===== src/rtl/uart_axi_pkg.sv =====
// Shared constants and state type for the UART Lite AXI4-Lite arbiter.
// Register offsets and status bits follow the AXI UART Lite register map.
package uart_axi_pkg;

  localparam logic [3:0] RX_FIFO = 4'h0;
  localparam logic [3:0] TX_FIFO = 4'h4;
  localparam logic [3:0] STAT    = 4'h8;

  localparam int STAT_RX_VALID = 0;
  localparam int STAT_TX_FULL  = 3;

  localparam logic [1:0] OKAY = 2'b00;

  typedef enum logic [2:0] {
    IDLE    = 3'd0,
    AR_STAT = 3'd1,
    R_STAT  = 3'd2,
    W_TX    = 3'd3,
    B_TX    = 3'd4,
    AR_RX   = 3'd5,
    R_RX    = 3'd6
  } arb_state_e;

endpackage


===== src/rtl/uart_rr_arb.sv =====
// Two-requester round-robin grant. Grants are combinational; the priority
// flop points at the requester that did not win the most recent grant.
module uart_rr_arb #(
  parameter logic RR_INIT = 1'b0
) (
  input  logic clk,
  input  logic rst,
  input  logic en,
  input  logic req_tx,
  input  logic req_rx,
  output logic gnt_tx,
  output logic gnt_rx
);

  // prio = 0: TX wins a tie, prio = 1: RX wins a tie
  logic prio;

  assign gnt_tx = en && req_tx && (!req_rx || !prio);
  assign gnt_rx = en && req_rx && (!req_tx ||  prio);

  always_ff @(posedge clk or posedge rst) begin
    if (rst) begin
      prio <= RR_INIT;
    end else if (gnt_tx) begin
      prio <= 1'b1;
    end else if (gnt_rx) begin
      prio <= 1'b0;
    end
  end

endmodule


===== src/rtl/uart_axi_arbiter.sv =====
// Shares the AXI UART Lite AXI4-Lite master between a TX byte sender and an
// RX byte receiver. Optional response-error capture: UART_ARB_ERR_CAPTURE_EN.
module uart_axi_arbiter
  import uart_axi_pkg::*;
#(
  parameter int POLL_GAP = 4,
  parameter int RR_INIT  = 0
) (
  input  logic        clk,
  input  logic        rst,
  input  logic        tx_req,
  input  logic [7:0]  tx_data,
  output logic        tx_ack,
  input  logic        rx_req,
  output logic [7:0]  rx_data,
  output logic        rx_ack,
  output logic        axi_awvalid,
  input  logic        axi_awready,
  output logic [3:0]  axi_awaddr,
  output logic        axi_wvalid,
  input  logic        axi_wready,
  output logic [31:0] axi_wdata,
  output logic [3:0]  axi_wstrb,
  input  logic        axi_bvalid,
  output logic        axi_bready,
  input  logic [1:0]  axi_bresp,
  output logic        axi_arvalid,
  input  logic        axi_arready,
  output logic [3:0]  axi_araddr,
  input  logic        axi_rvalid,
  output logic        axi_rready,
  input  logic [31:0] axi_rdata,
  input  logic [1:0]  axi_rresp,
`ifdef UART_ARB_ERR_CAPTURE_EN
  output logic        err_sticky,
  output logic [1:0]  err_resp,
`endif
  output logic [2:0]  dbg_state
);

  localparam int GAP_W = (POLL_GAP < 1) ? 1 : $clog2(POLL_GAP + 1);
  localparam logic [GAP_W-1:0] GAP_LOAD = GAP_W'(POLL_GAP);

  arb_state_e       state, state_n;
  logic [GAP_W-1:0] gap_cnt;
  logic             grant_rx;
  logic             aw_done, w_done;
  logic [7:0]       wbyte;
  logic             grant_en, gnt_tx, gnt_rx;
  logic             aw_fin, w_fin;
  logic             unused_bits;

  assign grant_en = (state == IDLE) && (gap_cnt == '0);

  uart_rr_arb #(
    .RR_INIT (RR_INIT != 0)
  ) u_rr_arb (
    .clk    (clk),
    .rst    (rst),
    .en     (grant_en),
    .req_tx (tx_req),
    .req_rx (rx_req),
    .gnt_tx (gnt_tx),
    .gnt_rx (gnt_rx)
  );

  // Handshake rule on every channel: a transfer happens in a cycle where
  // valid and ready are both high; a valid, once raised, stays high with
  // stable address/data until that cycle, and drops in the following cycle.
  assign axi_arvalid = (state == AR_STAT) || (state == AR_RX);
  assign axi_araddr  = (state == AR_STAT) ? STAT : RX_FIFO;
  assign axi_rready  = (state == R_STAT) || (state == R_RX);
  assign axi_awvalid = (state == W_TX) && !aw_done;
  assign axi_wvalid  = (state == W_TX) && !w_done;
  assign axi_awaddr  = (state == W_TX) ? TX_FIFO : 4'h0;
  assign axi_wdata   = {24'd0, wbyte};
  assign axi_wstrb   = 4'b0001;
  assign axi_bready  = (state == B_TX);
  assign dbg_state   = state;

  // AW and W complete independently; each may finish before the other
  assign aw_fin = aw_done || (axi_awvalid && axi_awready);
  assign w_fin  = w_done  || (axi_wvalid  && axi_wready);

  always_ff @(posedge clk or posedge rst) begin
    if (rst) begin
      state <= IDLE;
    end else begin
      state <= state_n;
    end
  end

  always_comb begin
    state_n = state;
    case (state)
      IDLE: begin
        if (gnt_tx || gnt_rx) state_n = AR_STAT;
      end
      AR_STAT: begin
        if (axi_arready) state_n = R_STAT;
      end
      R_STAT: begin
        if (axi_rvalid) begin
          if (!grant_rx) begin
            state_n = axi_rdata[STAT_TX_FULL] ? IDLE : W_TX;
          end else begin
            state_n = axi_rdata[STAT_RX_VALID] ? AR_RX : IDLE;
          end
        end
      end
      W_TX: begin
        if (aw_fin && w_fin) state_n = B_TX;
      end
      B_TX: begin
        if (axi_bvalid) state_n = IDLE;
      end
      AR_RX: begin
        if (axi_arready) state_n = R_RX;
      end
      R_RX: begin
        if (axi_rvalid) state_n = IDLE;
      end
      default: state_n = IDLE;
    endcase
  end

  always_ff @(posedge clk or posedge rst) begin
    if (rst) begin
      gap_cnt  <= '0;
      grant_rx <= 1'b0;
      aw_done  <= 1'b0;
      w_done   <= 1'b0;
      wbyte    <= 8'd0;
      rx_data  <= 8'd0;
      tx_ack   <= 1'b0;
      rx_ack   <= 1'b0;
    end else begin
      tx_ack <= 1'b0;
      rx_ack <= 1'b0;
      case (state)
        IDLE: begin
          if (gap_cnt != '0) gap_cnt <= gap_cnt - GAP_W'(1);
          if (gnt_rx) begin
            grant_rx <= 1'b1;
          end else if (gnt_tx) begin
            grant_rx <= 1'b0;
          end
        end
        R_STAT: begin
          // A poll that found no room / no data backs off before re-polling
          if (axi_rvalid && (state_n == IDLE)) gap_cnt <= GAP_LOAD;
          if (state_n == W_TX) begin
            wbyte   <= tx_data;
            aw_done <= 1'b0;
            w_done  <= 1'b0;
          end
        end
        W_TX: begin
          aw_done <= aw_fin;
          w_done  <= w_fin;
        end
        B_TX: begin
          if (axi_bvalid) tx_ack <= 1'b1;
        end
        R_RX: begin
          if (axi_rvalid) begin
            rx_data <= axi_rdata[7:0];
            rx_ack  <= 1'b1;
          end
        end
        default: ;
      endcase
    end
  end

`ifdef UART_ARB_ERR_CAPTURE_EN
  logic r_bad, b_bad;

  assign r_bad = axi_rvalid && axi_rready && (axi_rresp != OKAY);
  assign b_bad = axi_bvalid && axi_bready && (axi_bresp != OKAY);

  // Only the first non-OKAY response is remembered
  always_ff @(posedge clk or posedge rst) begin
    if (rst) begin
      err_sticky <= 1'b0;
      err_resp   <= OKAY;
    end else if (!err_sticky && (r_bad || b_bad)) begin
      err_sticky <= 1'b1;
      err_resp   <= r_bad ? axi_rresp : axi_bresp;
    end
  end

  assign unused_bits = ^axi_rdata[31:8];
`else
  assign unused_bits = ^{axi_rdata[31:8], axi_rresp, axi_bresp};
`endif

endmodule

===== config.mk =====
export PLATFORM = sky130hd
export DESIGN_NAME = uart_axi_arbiter
export DESIGN_NICKNAME = d
export VERILOG_FILES = /design/src/rtl/uart_axi_pkg.sv /design/src/rtl/uart_rr_arb.sv /design/src/rtl/uart_axi_arbiter.sv
export SDC_FILE = /design/constraint.sdc
export NUM_CORES = 1
export LEC_CHECK = 0
export CORE_MARGIN = 1
export CORE_UTILIZATION = 34
export DETAILED_ROUTE_END_ITERATION = 8
export GPL_ROUTABILITY_DRIVEN = 1
export PLACE_DENSITY = 0.86
export SETUP_SLACK_MARGIN = 0.3
export SYNTH_ARGS = -nofsm -noshare
export SYNTH_HDL_FRONTEND = slang
export SYNTH_SLANG_ARGS = --single-unit

===== constraint.sdc =====
create_clock -name clk -period 2.2 [get_ports clk]
set_clock_uncertainty 0.05 [all_clocks]
set_input_delay 0.33 -clock clk [delete_from_list [all_inputs] [get_ports clk]]
set_output_delay 0.33 -clock clk [all_outputs]
set_load 0.05 [all_outputs]

==> results of run 1 <==
-- through the flow --
stage / setup WS [ns] / hold slack [ns] / power, mW / area (um^2) / util
2_1_floorplan: 0.128 / 0.345 / 2.31 / 1670 / -
3_3_place_gp: 0.253 / 0.415 / 2.76 / 1980 / 0.454
3_5_place_dp: 0.223 / 0.429 / 2.81 / 1980 / 0.454
4_1_cts: 0.352 / 0.385 / 3.12 / 2030 / 0.466
5_1_grt: 0.316 / 0.447 / 3.27 / 2030 / 0.466
6_report: 0.374 / 0.370 / 3.08 / 2030 / 0.466
-- state kept, by name (all words and copies together), names as in the netlist --
name / count
w_done: 1
u_rr_arb.prio: 1
rx_data: 8
dbg_state: 3
aw_done: 1
grant_rx: 1
gap_cnt: 3
wbyte: 8
rx_ack: 1
tx_ack: 1
-- cells by family (layout without fill, tap and decap cells) --
| logic type | Yosys count | after routing | share of synthesized area |
|---|---|---|---|
| AND/OR/NAND/NOR | 36 | 36 | 0.134 |
| multiplexers | 16 | 16 | 0.118 |
| buffers and inverters | 45 | 66 | 0.199 |
| AO/OA/AOI/OAI | 16 | 16 | 0.0703 |
| adder cells (fa/ha/maj) | 2 | 2 | 0.0163 |
| other | 2 | 34 | 0.00490 |
| flip-flops | 28 | 28 | 0.458 |
-- power groups by stage --
stage | Combinational (mW) | Sequential, mW | Clock (mW)
after floorplan | 0.849 | 1.46 | 0
after global placement | 1.84 | 0.916 | 0
after detailed placement | 1.88 | 0.929 | 0
after CTS | 1.87 | 0.917 | 0.333
after global routing | 1.96 | 0.958 | 0.355
final | 1.85 | 0.915 | 0.319
-- tightest hold or removal path: stages --
cell and delay, ns:
clkdlybuf4s50_1 0.39, inv_1 0.06, buf_4 0.33
-- cells in the final DEF (no fill, tap or decap), drive strengths merged --
cell	synthesis	routed
a21oi	4	4
a221oi	1	1
a31oi	2	2
and2	1	1
and3	1	1
buf	37	9
clkbuf	0	4
clkdlybuf4s50	0	42
clkinvlp	0	1
conb	2	34
dfrtp	28	28
dlygate4sd2	0	3
ha	2	2
inv	8	7
mux2	16	16
nand2	6	6
nand2b	5	5
nand3	4	4
nand4b	2	2
nor2	10	10
nor2b	2	2
nor3	3	3
nor3b	1	1
nor4b	1	1
o211ai	1	1
o21a	1	1
o21ai	3	3
o22a	1	1
o22ai	2	2
o32ai	1	1
-- cell type report --
class                      count  area, um^2
tap                           52        65.1
inverter                       8        33.8
clock buffer                   4        55.1
fill                         417        2320
timing repair buffer          54         514
sequential                    28         704
multi-input combinational    104         658
-- final timing paths --
check	startpoint	endpoint	cells past startpoint
worst max-delay path	rx_data[3]$_DFFE_PP0P_	rx_data[3]	1
max in group asynchronous	rst	dbg_state[2]$_DFF_PP0_	3
min in group clk	wbyte[5]$_DFFE_PP0P_	wbyte[5]$_DFFE_PP0P_	1
worst min register to register	wbyte[5]$_DFFE_PP0P_	wbyte[5]$_DFFE_PP0P_	1
worst min-delay path	rst	rx_data[7]$_DFFE_PP0P_	3
worst max register to register	dbg_state[2]$_DFF_PP0_	wbyte[4]$_DFFE_PP0P_	4
-- per-layer routing --
layer | vias up | GRT usage
met5 | - | 0
met4 | 0 | 0.0408
met3 | 5 | 0.0292
met2 | 51 | 0.220
met1 | 537 | 0.163
li1 | 529 | -
-- what timing repair did --
item                                    CTS  global route
gates resized for setup                   3             1
hold buffers                              0             0
endpoints found under the setup margin    3             2
==> flow_summary_export.csv, run 1 <==
group,metric,value,unit
grt,via_count_of_the_first_global_routing_pass,1090,
worst_setup_path,rrSetupSlack,0.48,ns
logic_synthesis,yosysTopAreaCellShare,0.458,
logic_synthesis,synth.top_cells.by_count,"buf_4, dfrtp_1, mux2_1, nor2_1, inv_1",
power_and_ir_drop,p_sw,1.54,mW
timing,min_period_over_period,0.830,
timing,slew_headroom,0.655,
logic_synthesis,async_reset_ff_frac,1.00,
worst_setup_path,crit_buf_inv,1,
worst_setup_path,cpLargestDelayFamily,"buffers and inverters",
route,routed-wl-met3,191,um
cts,cts.repair_timing.setup_buffer_count,0,
timing,max_clk_rate,0.548,GHz
worst_setup_path,path_cells,"clkdlybuf4s50_1",
cts,numClockSinks,28,
worst_setup_path,critPathArrivalTime,1.45,ns
timing,hold_viol,0,
grt,grt_max_degree,29,
logic_synthesis,ys.warnings.count,0,
route,maxUsedRoutingLayer,"met4",
floorplanning,die_width,69.1,um
worst_setup_path,cp.required,1.82,ns
cts,ctsRootBufferMaster,"clkbuf_8",
timing,rsz0062_at_grt,"false",
logic_synthesis,synth.cell_area,0.00153,mm^2
grt,grt_pass1_wl,5.01,mm
logic_synthesis,synth.lib_cells_used.distinct,31,
power_and_ir_drop,power.combinational.fraction,0.600,
power_and_ir_drop,seq_power_share,0.297,
floorplanning,coreArea,0.00435,mm^2
place,placed_wire_length_estimate,2.30,mm
floorplanning,design.die.area,0.00478,mm^2
route,drt_first_iter_violations,52,
worst_setup_path,crit_path_start_kind,"flop",
route,routed_length_on_met1,1.25,mm
cts,worst_skew_pair.late_latency,0.27,ns
outcome,status,"finished clean",
logic_synthesis,synth.top_cells.by_area,"dfrtp_1, buf_4, mux2_1, mux2_2, nor2_1",
worst_hold_path,min_path_type,"input pin to asynchronous set/reset pin",
cts,clk_pin_slew,0.10,ns
final_layout,stdcell_count,250,
final_layout,num_antenna_cells,0,
timing,timing.setup.tns,0,ns
worst_setup_path,crit_path_max_fanout,2,
floorplanning,die-height,69.1,um
worst_setup_path,cpMaxStageDelayCell,"clkdlybuf4s50_1",
logic_synthesis,number_of_enable_type_register_cells_in_the_synthesized_netlist,0,
grt,antenna_found_initial,0,
logic_synthesis,yosysMostFrequentCell,"buf_4",
logic_synthesis,yosys_register_bits,28,
route,drt_drc_violations_left,0,
final_layout,flow.area_growth_from_synthesis,32.6,%
place,place_inst,246,
grt,grt_remaining_overflow,0,
cts,cts_tree,"done",
route,dr_total_vias,1122,
grt,grt_util_all_layers,0.130,
floorplanning,number_of_standard_cell_rows_in_the_floorplan,24,
route,vias_per_cell,4.49,
route,pre_antenna_drt_iters,4,
power_and_ir_drop,vdd_drop_max,620,uV
power_and_ir_drop,p_sw_frac,0.501,
final_layout,num-nets-final,254,
worst_setup_path,critical_path.endpoint_type,"output port",
power_and_ir_drop,internal_power,1.54,mW
route,routed_wirelength,2.92,mm
cts,cts-buffers-inserted,3,
logic_synthesis,synth_flop_cell,"dfrtp_1",
cts,clock_path_buffers,2,
place,globalplace.congestion,0.808,
final_layout,post_route_cells_drive_above_1_share,0.141,
route,met2_wirelength,1.44,mm
timing,worst_slew_pin_slew,0.516,ns
worst_setup_path,critical_path.max_stage_delay,0.81,ns
flow_run,timing.max_cap.violations,0,
route,number_of_nets_with_antenna_violations_after_routing,0,
timing,finalMaxSlewViolations,0,
power_and_ir_drop,power.density_cell_area,1520,mW/mm^2
power_and_ir_drop,clock_power_share,0.103,
logic_synthesis,synthesis.instances,145,
logic_synthesis,synth_seq_area_share,0.458,
place,portBuffers,52,
route,detail_route.wl_per_cell,11.7,um
floorplanning,start_util,0.352,
floorplanning,pin_count,115,
logic_synthesis,synth_largest_area_cell,"dfrtp_1",
cts,h-tree-depth,1,
logic_synthesis,average_size_of_a_mapped_cell,10.6,um^2
power_and_ir_drop,leakage,0.971,nW
timing,setup_viol_count_final,0,
worst_setup_path,criticalPathCategory,"flop to output port",
timing,post-route-min-period,1.83,ns
Power figures use the tool's default switching activity.
==> inputs of run 2 (changes only) <==
--- a/config.mk
+++ b/config.mk
@@ -6,10 +6,10 @@
 export NUM_CORES = 1
 export LEC_CHECK = 0
 export CORE_MARGIN = 1
-export CORE_UTILIZATION = 34
+export CORE_UTILIZATION = 31
 export DETAILED_ROUTE_END_ITERATION = 8
 export GPL_ROUTABILITY_DRIVEN = 1
-export PLACE_DENSITY = 0.86
+export PLACE_DENSITY = 0.83
 export SETUP_SLACK_MARGIN = 0.3
 export SYNTH_ARGS = -nofsm -noshare
 export SYNTH_HDL_FRONTEND = slang
==> constraint.sdc (replaced) <==
create_clock -name clk -period 1.6 [get_ports clk]
set_clock_uncertainty 0.05 [all_clocks]
set_input_delay 0.24 -clock clk [delete_from_list [all_inputs] [get_ports clk]]
set_output_delay 0.24 -clock clk [all_outputs]
set_load 0.05 [all_outputs]
==> run 2 against run 1 <==
  * Final cell count up 18%
  * Critical path depth up 3
  * Sequential share of layout area down 8.3 points
  * Count of clock-buffer cells in the layout down 1
  * Global-route usage up 0.73 points
  * Flip-flop and latch count unchanged
  * Setup slack worse by 0.37 ns
  * Combinational power up 100%
  * Register-to-register slack worse by 0.47 ns
  * First-iteration DRC count up 17%
  * Critical endpoint is now axi_rready
  * Largest power group unchanged
  * Highest routed layer unchanged
==> flow_summary_export.csv, run 2 (synthesis gave the netlist of run 1 again) <==
group,metric,value,unit
grt,grt_max_degree,19,
power_and_ir_drop,internal_power,3.03,mW
floorplanning,number_of_standard_cell_rows_in_the_floorplan,25,
place,placedInstanceArea,0.00228,mm^2
power_and_ir_drop,vdd_drop_max,1110,uV
route,pre_antenna_drt_iters,4,
worst_hold_path,min_path_type,"input pin to asynchronous set/reset pin",
cts,cts-buffers-inserted,3,
place,globalplace.congestion,0.827,
floorplanning,die_width,72.3,um
worst_setup_path,criticalPathCategory,"flop to output port",
timing,finalMaxSlewViolations,0,
final_layout,finalInstanceArea,0.00268,mm^2
grt,grt_remaining_overflow,0,
final_layout,flow.area_growth_from_synthesis,74.9,%
floorplanning,pin_count,115,
cts,ctsRootBufferMaster,"clkbuf_8",
route,vias_per_cell,4.23,
route,routed_length_on_met1,1.49,mm
place,portBuffers,52,
grt,grt_util_all_layers,0.137,
grt,grt_pass1_wl,5.58,mm
final_layout,num_antenna_cells,0,
worst_setup_path,critPathArrivalTime,1.31,ns
route,number_of_nets_with_antenna_violations_after_routing,0,
cts,holdBufCountCts,0,
worst_setup_path,worst_r2r_startpoint,"dbg_state[0]$_DFF_PP0_",
cts,clock_path_buffers,2,
power_and_ir_drop,p_sw,2.53,mW
worst_setup_path,crit_path_start_kind,"flop",
timing,timing.setup.tns,0,ns
place,placed_wire_length_estimate,2.53,mm
power_and_ir_drop,power.density_cell_area,2080,mW/mm^2
cts,h-tree-depth,1,
floorplanning,design.die.area,0.00523,mm^2
place,place_inst,281,
timing,whs,0.199,ns
route,drt_drc_violations_left,0,
timing,rsz0062_at_grt,"true",
worst_setup_path,critical_path.startpoint,"dbg_state[0]$_DFF_PP0_",
final_layout,top_regs,"rx_data x8, wbyte x8",
power_and_ir_drop,p_sw_frac,0.455,
final_layout,post_route_cells_drive_above_1_share,0.489,
worst_setup_path,rrSetupSlack,0.01,ns
outcome,status,"finished clean",
power_and_ir_drop,seq_power_share,0.229,
timing,hold_viol,0,
timing,post-route-min-period,1.60,ns
worst_setup_path,reg2regPathDepth,5,
grt,antenna_found_initial,0,
route,maxUsedRoutingLayer,"met4",
power_and_ir_drop,clock_power_share,0.102,
worst_setup_path,critical_path.endpoint_type,"output port",
route,dr_total_vias,1252,
power_and_ir_drop,power.combinational.fraction,0.669,
timing,min_period_over_period,0.998,
floorplanning,coreArea,0.00472,mm^2
final_layout,num-nets-final,285,
timing,setup_viol_count_final,0,
worst_setup_path,crit_path_max_fanout,4,
cts,worst_skew_pair.late_latency,0.28,ns
route,drt_first_iter_violations,61,
floorplanning,start_util,0.324,
route,routed-wl-met3,221,um
cts,cts_tree,"done",
route,routed_wirelength,3.65,mm
worst_setup_path,critPathCapture,"axi_rready",
power_and_ir_drop,leakage,1.27,nW
cts,clk_pin_slew,0.10,ns
floorplanning,die-height,72.3,um
final_layout,stdcell_count,296,
route,detail_route.wl_per_cell,12.3,um
worst_setup_path,rr_endpoint,"wbyte[4]$_DFFE_PP0P_",
flow_run,timing.max_cap.violations,0,
cts,numClockSinks,28,
timing,max_clk_rate,0.626,GHz
route,met2_wirelength,1.92,mm
final_layout,final_util,0.567,
final_layout,final_cell_mix,"conb_1, buf_4, dfrtp_1",
grt,via_count_of_the_first_global_routing_pass,1248,
worst_setup_path,cp.required,1.31,ns
## run 2: cell count changes in the layout (fill, tap and decap cells not counted), sizes merged
cell           before  now
clkdlybuf4s50      42   24
nand3               4    5
buf                 9   59
bufinv              0    1
inv                 7    6
dlygate4sd2         3    0
clkinvlp            1    2
## run 2: cell type report
type                            instances  area (um^2)
Tap cell                               67         83.8
Fill cell                             381         2040
Sequential cell                        28          707
Timing Repair Buffer                   84          902
Clock inverter                          1         30.0
Inverter                                8         40.0
Clock buffer                            3         41.3
Multi-Input combinational cell        105          875
## run 2: worst min-delay path by stage
stage                         startpoint                   endpoint
2_1_floorplan                        rst        aw_done$_DFFE_PP0P_
3_3_place_gp   u_rr_arb.prio$_DFFE_PP0P_  u_rr_arb.prio$_DFFE_PP0P_
3_5_place_dp   u_rr_arb.prio$_DFFE_PP0P_  u_rr_arb.prio$_DFFE_PP0P_
4_1_cts                              rst     rx_data[6]$_DFFE_PP0P_
5_1_grt                              rst     rx_data[6]$_DFFE_PP0P_
6_report                             rst  u_rr_arb.prio$_DFFE_PP0P_
## run 2: power groups by stage
| stage | registers, mW | logic, mW | clock network, mW |
|---|---|---|---|
| 2_1_floorplan | 2.03 | 1.23 | 0 |
| 3_3_place_gp | 1.25 | 3.05 | 0 |
| 3_5_place_dp | 1.26 | 3.10 | 0 |
| 4_1_cts | 1.25 | 3.41 | 0.570 |
| 5_1_grt | 1.31 | 3.91 | 0.602 |
| 6_report | 1.27 | 3.72 | 0.565 |
## run 2: metal layers
| metal | track usage | vias up |
|---|---|---|
| li1 | - | 586 |
| met1 | 0.153 | 610 |
| met2 | 0.253 | 54 |
| met3 | 0.0417 | 2 |
| met4 | 0.0327 | 0 |
| met5 | 0 | - |
## run 2: metrics by stage
step	setup slack (ns)	total power, mW
after CTS	0.0207	5.22
after detailed placement	-0.203	4.36
after floorplan	-0.321	3.26
after global routing	-0.0544	5.83
final	0.00300	5.56
after global placement	-0.198	4.30
## run 2: timing repair
item	4_1_cts	5_1_grt
buffers inserted	7	2
endpoints found under the setup margin	36	36
gates cloned	0	2
pin swaps	7	7
gates resized for setup	22	33
## run 2: worst max-delay path: stages, from the launching register on
cell	delay [ns]
dfrtp_4	0.52
nand2b_4	0.17
inv_4	0.07
buf_6	0.13
buf_12	0.14
